File: config.mk
export PLATFORM = sky130hd
export DESIGN_NAME = cycle_sequencer
export DESIGN_NICKNAME = d
export VERILOG_FILES = /design/src/rtl/cycle_sequencer.sv
export SDC_FILE = /design/constraint.sdc
export NUM_CORES = 1
export LEC_CHECK = 0
export ABC_AREA = 1
export CAP_MARGIN = 20
export CORE_MARGIN = 2
export CORE_UTILIZATION = 40
export DETAILED_ROUTE_END_ITERATION = 10
export SKIP_LAST_GASP = 1
export SYNTH_ARGS = -nofsm -noshare
export SYNTH_HDL_FRONTEND = slang
export SYNTH_SLANG_ARGS = --single-unit
File: constraint.sdc
create_clock -name clk -period 4.37 [get_ports clk]
set_input_delay 0.6555 -clock clk [delete_from_list [all_inputs] [get_ports clk]]
set_output_delay 0.6555 -clock clk [all_outputs]
set_load 0.1 [all_outputs]
File: src/rtl/cycle_sequencer.sv
// Multi-cycle phase controller for the MIPS datapath: walks each instruction through
// FETCH/DECODE/EXEC/MEM/WB, issues the write/load strobes and keeps retire/cycle counts.
module cycle_sequencer #(
   parameter int unsigned EXEC_CYCLES = 1,
   parameter int unsigned MEM_TIMEOUT = 16,
   parameter int unsigned CNT_W       = 32
) (
   input  logic             clk,
   input  logic             rst,
   input  logic             run,
   input  logic             halt_req,
   input  logic             ctl_reg_wr,
   input  logic             is_load,
   input  logic             is_store,
   input  logic             mem_ready,
   output logic             ir_load,
   output logic             pc_en,
   output logic             reg_wr_en,
   output logic             mem_wr_en,
   output logic [2:0]       state,
   output logic             busy,
   output logic             fault,
   output logic [CNT_W-1:0] retire_cnt,
   output logic [CNT_W-1:0] cycle_cnt
);

   typedef enum logic [2:0] {
      S_IDLE   = 3'd0,
      S_FETCH  = 3'd1,
      S_DECODE = 3'd2,
      S_EXEC   = 3'd3,
      S_MEM    = 3'd4,
      S_WB     = 3'd5,
      S_HALTED = 3'd6
   } state_e;

   localparam logic [3:0]       EXEC_LOAD = 4'(EXEC_CYCLES - 1);
   localparam logic [7:0]       MEM_LAST  = 8'(MEM_TIMEOUT - 1);
   localparam logic [CNT_W-1:0] CNT_ONE   = CNT_W'(1);

   state_e           state_q, state_d;
   logic [3:0]       exec_cnt_q, exec_cnt_d;
   logic [7:0]       mem_cnt_q, mem_cnt_d;
   logic             fault_q, fault_d;
   logic             ir_load_q, pc_en_q, reg_wr_en_q, busy_q;
   logic [CNT_W-1:0] retire_cnt_q, cycle_cnt_q;

   // NOTE: every next-state signal gets a default first so no path leaves one unassigned (no latches).
   always_comb begin
      state_d    = state_q;
      exec_cnt_d = exec_cnt_q;
      mem_cnt_d  = mem_cnt_q;
      fault_d    = fault_q;
      case (state_q)
         S_FETCH:  state_d = S_DECODE;
         S_DECODE: begin
            exec_cnt_d = EXEC_LOAD;
            state_d    = S_EXEC;
         end
         S_EXEC: begin
            if (exec_cnt_q != 4'd0) begin
               exec_cnt_d = exec_cnt_q - 4'd1;
            end else if (is_load || is_store) begin
               mem_cnt_d = 8'd0;
               state_d   = S_MEM;
            end else begin
               state_d = S_WB;
            end
         end
         S_MEM: begin
            if (mem_ready) begin
               state_d = S_WB;
            end else if (mem_cnt_q == MEM_LAST) begin
               state_d = S_HALTED;
               fault_d = 1'b1;
            end else begin
               mem_cnt_d = mem_cnt_q + 8'd1;
            end
         end
         S_WB: begin
            if (halt_req)  state_d = S_HALTED;
            else if (!run) state_d = S_IDLE;
            else           state_d = S_FETCH;
         end
         S_HALTED: state_d = S_HALTED;
         // IDLE, and the unreachable code 7 which behaves as IDLE
         default:  state_d = run ? S_FETCH : S_IDLE;
      endcase
   end

   // NOTE: sequential state uses non-blocking assignments so all registers update from pre-edge values.
   always_ff @(posedge clk or posedge rst) begin
      if (rst) begin
         state_q      <= S_IDLE;
         exec_cnt_q   <= 4'd0;
         mem_cnt_q    <= 8'd0;
         fault_q      <= 1'b0;
         ir_load_q    <= 1'b0;
         pc_en_q      <= 1'b0;
         reg_wr_en_q  <= 1'b0;
         busy_q       <= 1'b0;
         retire_cnt_q <= '0;
         cycle_cnt_q  <= '0;
      end else begin
         state_q     <= state_d;
         exec_cnt_q  <= exec_cnt_d;
         mem_cnt_q   <= mem_cnt_d;
         fault_q     <= fault_d;
         // Strobes are registered decodes of the state being entered
         ir_load_q   <= (state_d == S_FETCH);
         pc_en_q     <= (state_d == S_WB);
         reg_wr_en_q <= (state_d == S_WB) && ctl_reg_wr;
         busy_q      <= (state_d inside {S_FETCH, S_DECODE, S_EXEC, S_MEM, S_WB});
         if (busy_q)           cycle_cnt_q  <= cycle_cnt_q + CNT_ONE;
         if (state_q == S_WB)  retire_cnt_q <= retire_cnt_q + CNT_ONE;
      end
   end

   // The data-memory write is the only Mealy strobe: it fires on the handshake cycle itself.
   assign mem_wr_en  = (state_q == S_MEM) && is_store && mem_ready;
   assign ir_load    = ir_load_q;
   assign pc_en      = pc_en_q;
   assign reg_wr_en  = reg_wr_en_q;
   assign busy       = busy_q;
   assign fault      = fault_q;
   assign state      = state_q;
   assign retire_cnt = retire_cnt_q;
   assign cycle_cnt  = cycle_cnt_q;

   a_strobe_onehot: assert property (@(posedge clk) disable iff (rst)
      $onehot0({ir_load, pc_en, mem_wr_en}));

endmodule
**Word-level counts from Yosys, hierarchy flattened**

Cells that the tools add are included.

- Register bits: 84
- Input port bits: 8
- Output and inout port bits: 73
- Logic and storage cells: 57

- $add $sub $neg: 4
- Equality and inequality tests: 17
- Muxes and demuxes: 14
- Bitwise operators: 1
- Reductions and logical operators: 11

Operators with widths:

| kind | number |
|---|---|
| 32-bit by 1-bit adder with 32-bit output, second input constant | 2 |
| 8-bit 2-to-1 mux | 4 |
| 3-bit one-hot mux with 6 select lines | 1 |
| 8-bit one-hot mux with 2 select lines | 1 |
| 3-bit == test, second input constant | 5 |
| 3-bit by 2-bit == test with 1-bit output, second input constant | 4 |
| 3-bit 2-to-1 mux | 4 |
| 2-bit != test, second input constant | 5 |
| 8-bit by 1-bit adder with 8-bit output, second input constant | 1 |
| 8-bit by 4-bit == test with 1-bit output, second input constant | 1 |
| 4-bit one-hot mux with 2 select lines | 1 |
| 3-bit by 1-bit == test with 1-bit output, second input constant | 2 |
| 5-bit AND reduction | 1 |
| 5-bit nonzero test | 1 |
| 4-bit 2-to-1 mux | 1 |
| 2-bit nonzero test | 2 |
| 4-bit nonzero test | 1 |
| 4-bit by 1-bit subtractor with 4-bit output, second input constant | 1 |
| 1-bit logical AND | 3 |
| 3-bit AND reduction | 1 |
| 1-bit 2-to-1 mux | 2 |
| 2-bit AND reduction | 1 |
| 1-bit logical OR | 1 |
| 1-bit NOT | 1 |

**Depth between registers and ports, before layout**

- Depth in word-level cells: 6
- Gate-level depth with buffers: 10
- Gate-level depth less buffers: 10

**Worst setup path before layout**

No wires, ideal clock.

- Kind: reg-to-output
- From: register state_q[2] (netlist: state[2])
- To: output port mem_wr_en
- Arrival time: 2706 ps
- Slack: 1009 ps
- Stages on the path, launching flop included: 4
- Path buffers: 1
- Cell sequence: dfrtp_1 buf_2 nand3_1 nor2_1

- Longest elaborated chain between the ends: 3

Ends and longest elaborated chain:

| what | RTL line | RTL |
|---|---|---|
| start, declared | 41 | `state_e state_q, state_d;` |
| start signal, assigned | 105 | `state_q <= state_d;` |
| 3-bit == test | 120 | `assign mem_wr_en = (state_q == S_MEM) && is_store && mem_ready;` |
| 1-bit logical AND (2 in a row) | 120 |  |
| end, declared | 19 | `output logic mem_wr_en,` |

No other way between the ends.

**Worst setup path after layout**

- From: register state_q[2] (netlist: state[2])
- To: output port state[2]

RTL lines:

| what | RTL line | RTL |
|---|---|---|
| end, declared | 20 | `output logic [2:0] state,` |

No word-level cell between the ends.

==> flow_summary.json <==
{
  "row_count": 39,
  "overflow": 0,
  "cts_setup_buffers": 0,
  "final_nets": 714,
  "endpoint": "state[2]",
  "critical_path_depth": 1,
  "crit_start": "state[2]",
  "antenna_left": 0,
  "p_switching_uw": 334,
  "worst_slew_pin_slew_ns": 1.02,
  "critPathArrivalTime_ns": 2.10,
  "synth_top_cell_by_area": "dfrtp_1",
  "critPathSlowestCell": "clkdlybuf4s50_1",
  "synthSimpleGateAreaFrac": 0.360,
  "switching_share": 0.212,
  "antenna_found_initial": 0,
  "critical-path-top-delay-family": "buffers and inverters",
  "vias": 4047,
  "post_synth_num_cell_types": 33,
  "cts.sinks": 84,
  "synth_edf_count": 0,
  "final-setup-viol-count": 0,
  "synth_area_leaders": "dfrtp_1 45%, nand2_1 17%, nor2_1 7.9%",
  "layout_min_cycle_time_ns": 2.75,
  "power_frac_comb": 0.018,
  "crit_path_max_incr_delay_ns": 1.21,
  "synth_most_common_cell": "nand2_1",
  "htreeDepth": 3,
  "powerDensity_nw_per_um2": 266,
  "hold_class": "flip-flop to flip-flop",
  "clock-root-buffer": "clkbuf_16",
  "syn_area_per_cell_um2": 7.60,
  "dr.pass1.iters": 6,
  "initial_utilization": 0.409,
  "skew_ns": 0.00853,
  "grt_pass1_wl_um": 18700,
  "synthArstFlopShare": 1.00,
  "drt_iter0_drc": 237,
  "fp.coreArea_um2": 11400,
  "cts_tree": "done",
  "status": "finished clean",
  "wl_met1_um": 5140,
  "period_share": 0.630,
  "num_io_pins": 81,
  "drive_above_1_share": 0.0752,
  "path_clk_slew_ns": 0.06,
  "pre_cts_slack_ns": 1.93,
  "reg2reg_depth": 7,
  "numCtsBuffers": 9,
  "postCtsResizedCells": 0,
  "synth_xor_area_frac": 0.0826,
  "synth-compound-area-share": 0.0330,
  "hold_violations": 0,
  "synthToLayoutAreaGrowth_pct": 26.8,
  "drt-total-wl_um": 10900,
  "route.detailed.drc": 0,
  "dp_hpwl_um": 8330,
  "synth_top_area_share": 0.451,
  "p_leak_uw": 0.00272,
  "top_layer": "met4",
  "cts-hold-fix-buffers": 0,
  "critical_path.endpoint_type": "output pin",
  "syn_nets": 627,
  "synth_flop_cell": "dfrtp_1",
  "setup_ws_ns": 1.62,
  "synth_fa_ha_area_frac": 0.0134,
  "syn_inst": 614,
  "path_class": "flip-flop to output pin",
  "required_ns": 3.71,
  "ys_top_cells_by_count": "212 x nand2_1, 98 x nor2_1, 84 x dfrtp_1",
  "grt_max_degree": 45,
  "synth_top_family_by_area": "simple AND/OR/NAND/NOR gates",
  "clk_latency_ns": 0.34,
  "fillerInstances": 1143,
  "power.share.clock": 0.489,
  "routedWlPerCell_um": 12.8,
  "dieHeight_um": 112,
  "synth_seq_area_share": 0.451,
  "synth.area.mux_share": 0,
  "ys_ff_latch": 84,
  "wl_met3_um": 409,
  "port_buffers": 80,
  "wl_met2_um": 5140,
  "cp_max_fo": 9,
  "yosys_warnings": 0,
  "rrSetupSlack_ns": 2.61,
  "seqPwrFrac": 0.494,
  "drv_slew": 0,
  "start_kind": "flip-flop",
  "path_cells": "clkdlybuf4s50_1",
  "setup-tns-final_ns": 0,
  "crit_buf_inv": 1,
  "r2r_end": "retire_cnt[26]",
  "dieWidth_um": 112,
  "rsz0062_at_grt": "false",
  "rr_startpoint": "state[2]",
  "grt_pass1_vias": 3899,
  "vias_per_cell": 4.77,
  "slew_headroom": 0.315,
  "drv_cap": 0,
  "routabilityCongestion": 0.921,
  "irDropWorstVdd_mv": 0.135,
  "antenna_cells": 0,
  "clk_path_buf_depth": 2,
  "die_area_um2": 12500,
  "track_usage": 0.183,
  "syn_area_um2": 4670,
  "p_int_uw": 1240,
  "clock.fmax_mhz": 363
}
-- kinds of logic (layout without fill, tap and decap cells) --
group,count (synthesis),in the layout
and+or+nand+nor,385,385
DFF,84,84
buffers and inverters,71,162
xor gates and xnor gates,44,44
AOI/OAI and AO/OA,25,25
adders and majority gates,5,5
-- flip-flops by register name (all words and copies together) (netlist names) --
register	count
busy	1
cycle_cnt	32
exec_cnt_q	4
fault	1
ir_load	1
mem_cnt_q	8
pc_en	1
reg_wr_en	1
retire_cnt	32
state	3
-- placed cells by master (no fill, tap or decap), types with 2 or more instances in the layout --
cell type,count
a21oi_1,3
buf_4,2
clkbuf_16,9
clkdlybuf4s50_1,79
clkinvlp_4,3
dfrtp_1,84
ha_1,5
inv_1,60
inv_2,4
nand2_1,212
nand2_2,6
nand3_1,25
nand3_4,2
nand3b_1,10
nand4_1,11
nand4_2,2
nor2_1,98
nor2_2,7
nor2_4,2
nor3_1,3
nor3_2,2
o21ai_0,6
o21ai_1,6
o21ai_2,5
o21bai_1,2
or2_2,3
xnor2_1,19
xor2_1,25
-- power by group through the flow --
stage | Combinational (uW) | Sequential [uW] | Clock [uW]
5_1_grt | 32.2 | 777 | 825
2_1_floorplan | 12.5 | 796 | 0
6_report | 27.9 | 778 | 770
3_3_place_gp | 29.5 | 793 | 0
4_1_cts | 29.5 | 778 | 789
3_5_place_dp | 29.5 | 793 | 0
-- metrics by stage --
step | hold WS [ns] | area [um2] | total power [uW] | util | std cells
floorplan | 0.481 | 4670 | 809 | - | 614
global placement | 0.468 | 5620 | 822 | 0.492 | 833
detailed placement | 0.467 | 5620 | 822 | 0.492 | 833
CTS | 0.481 | 5920 | 1600 | 0.518 | 848
global route | 0.493 | 5920 | 1630 | 0.518 | 848
finish | 0.475 | 5920 | 1580 | 0.518 | 848
-- how the worst min path moves through the flow --
stage,start,to,slack (ns),cells past startpoint
finish,fault,fault,0.48,1
global route,fault,fault,0.49,1
CTS,fault,fault,0.48,1
detailed placement,fault,fault,0.47,1
global placement,fault,fault,0.47,1
floorplan,mem_cnt_q[1],mem_cnt_q[1],0.48,2
-- metal layers --
metal / up-vias / track usage
li1: 2067 / -
met1: 1877 / 0.249
met2: 88 / 0.303
met3: 15 / 0.0234
met4: 0 / 0.0675
met5: - / 0
-- area by class of cell --
type	count	area [um2]	share of cell area
repair buffers	81	806	0.136
inverters	66	249	0.0421
clock inverters	5	61.3	0.0104
well taps	143	179	0.0302
multi-input cells	459	2280	0.386
flip-flops and latches	84	2100	0.355
clock buffers	10	239	0.0404
Power figures use the tool's default switching activity.
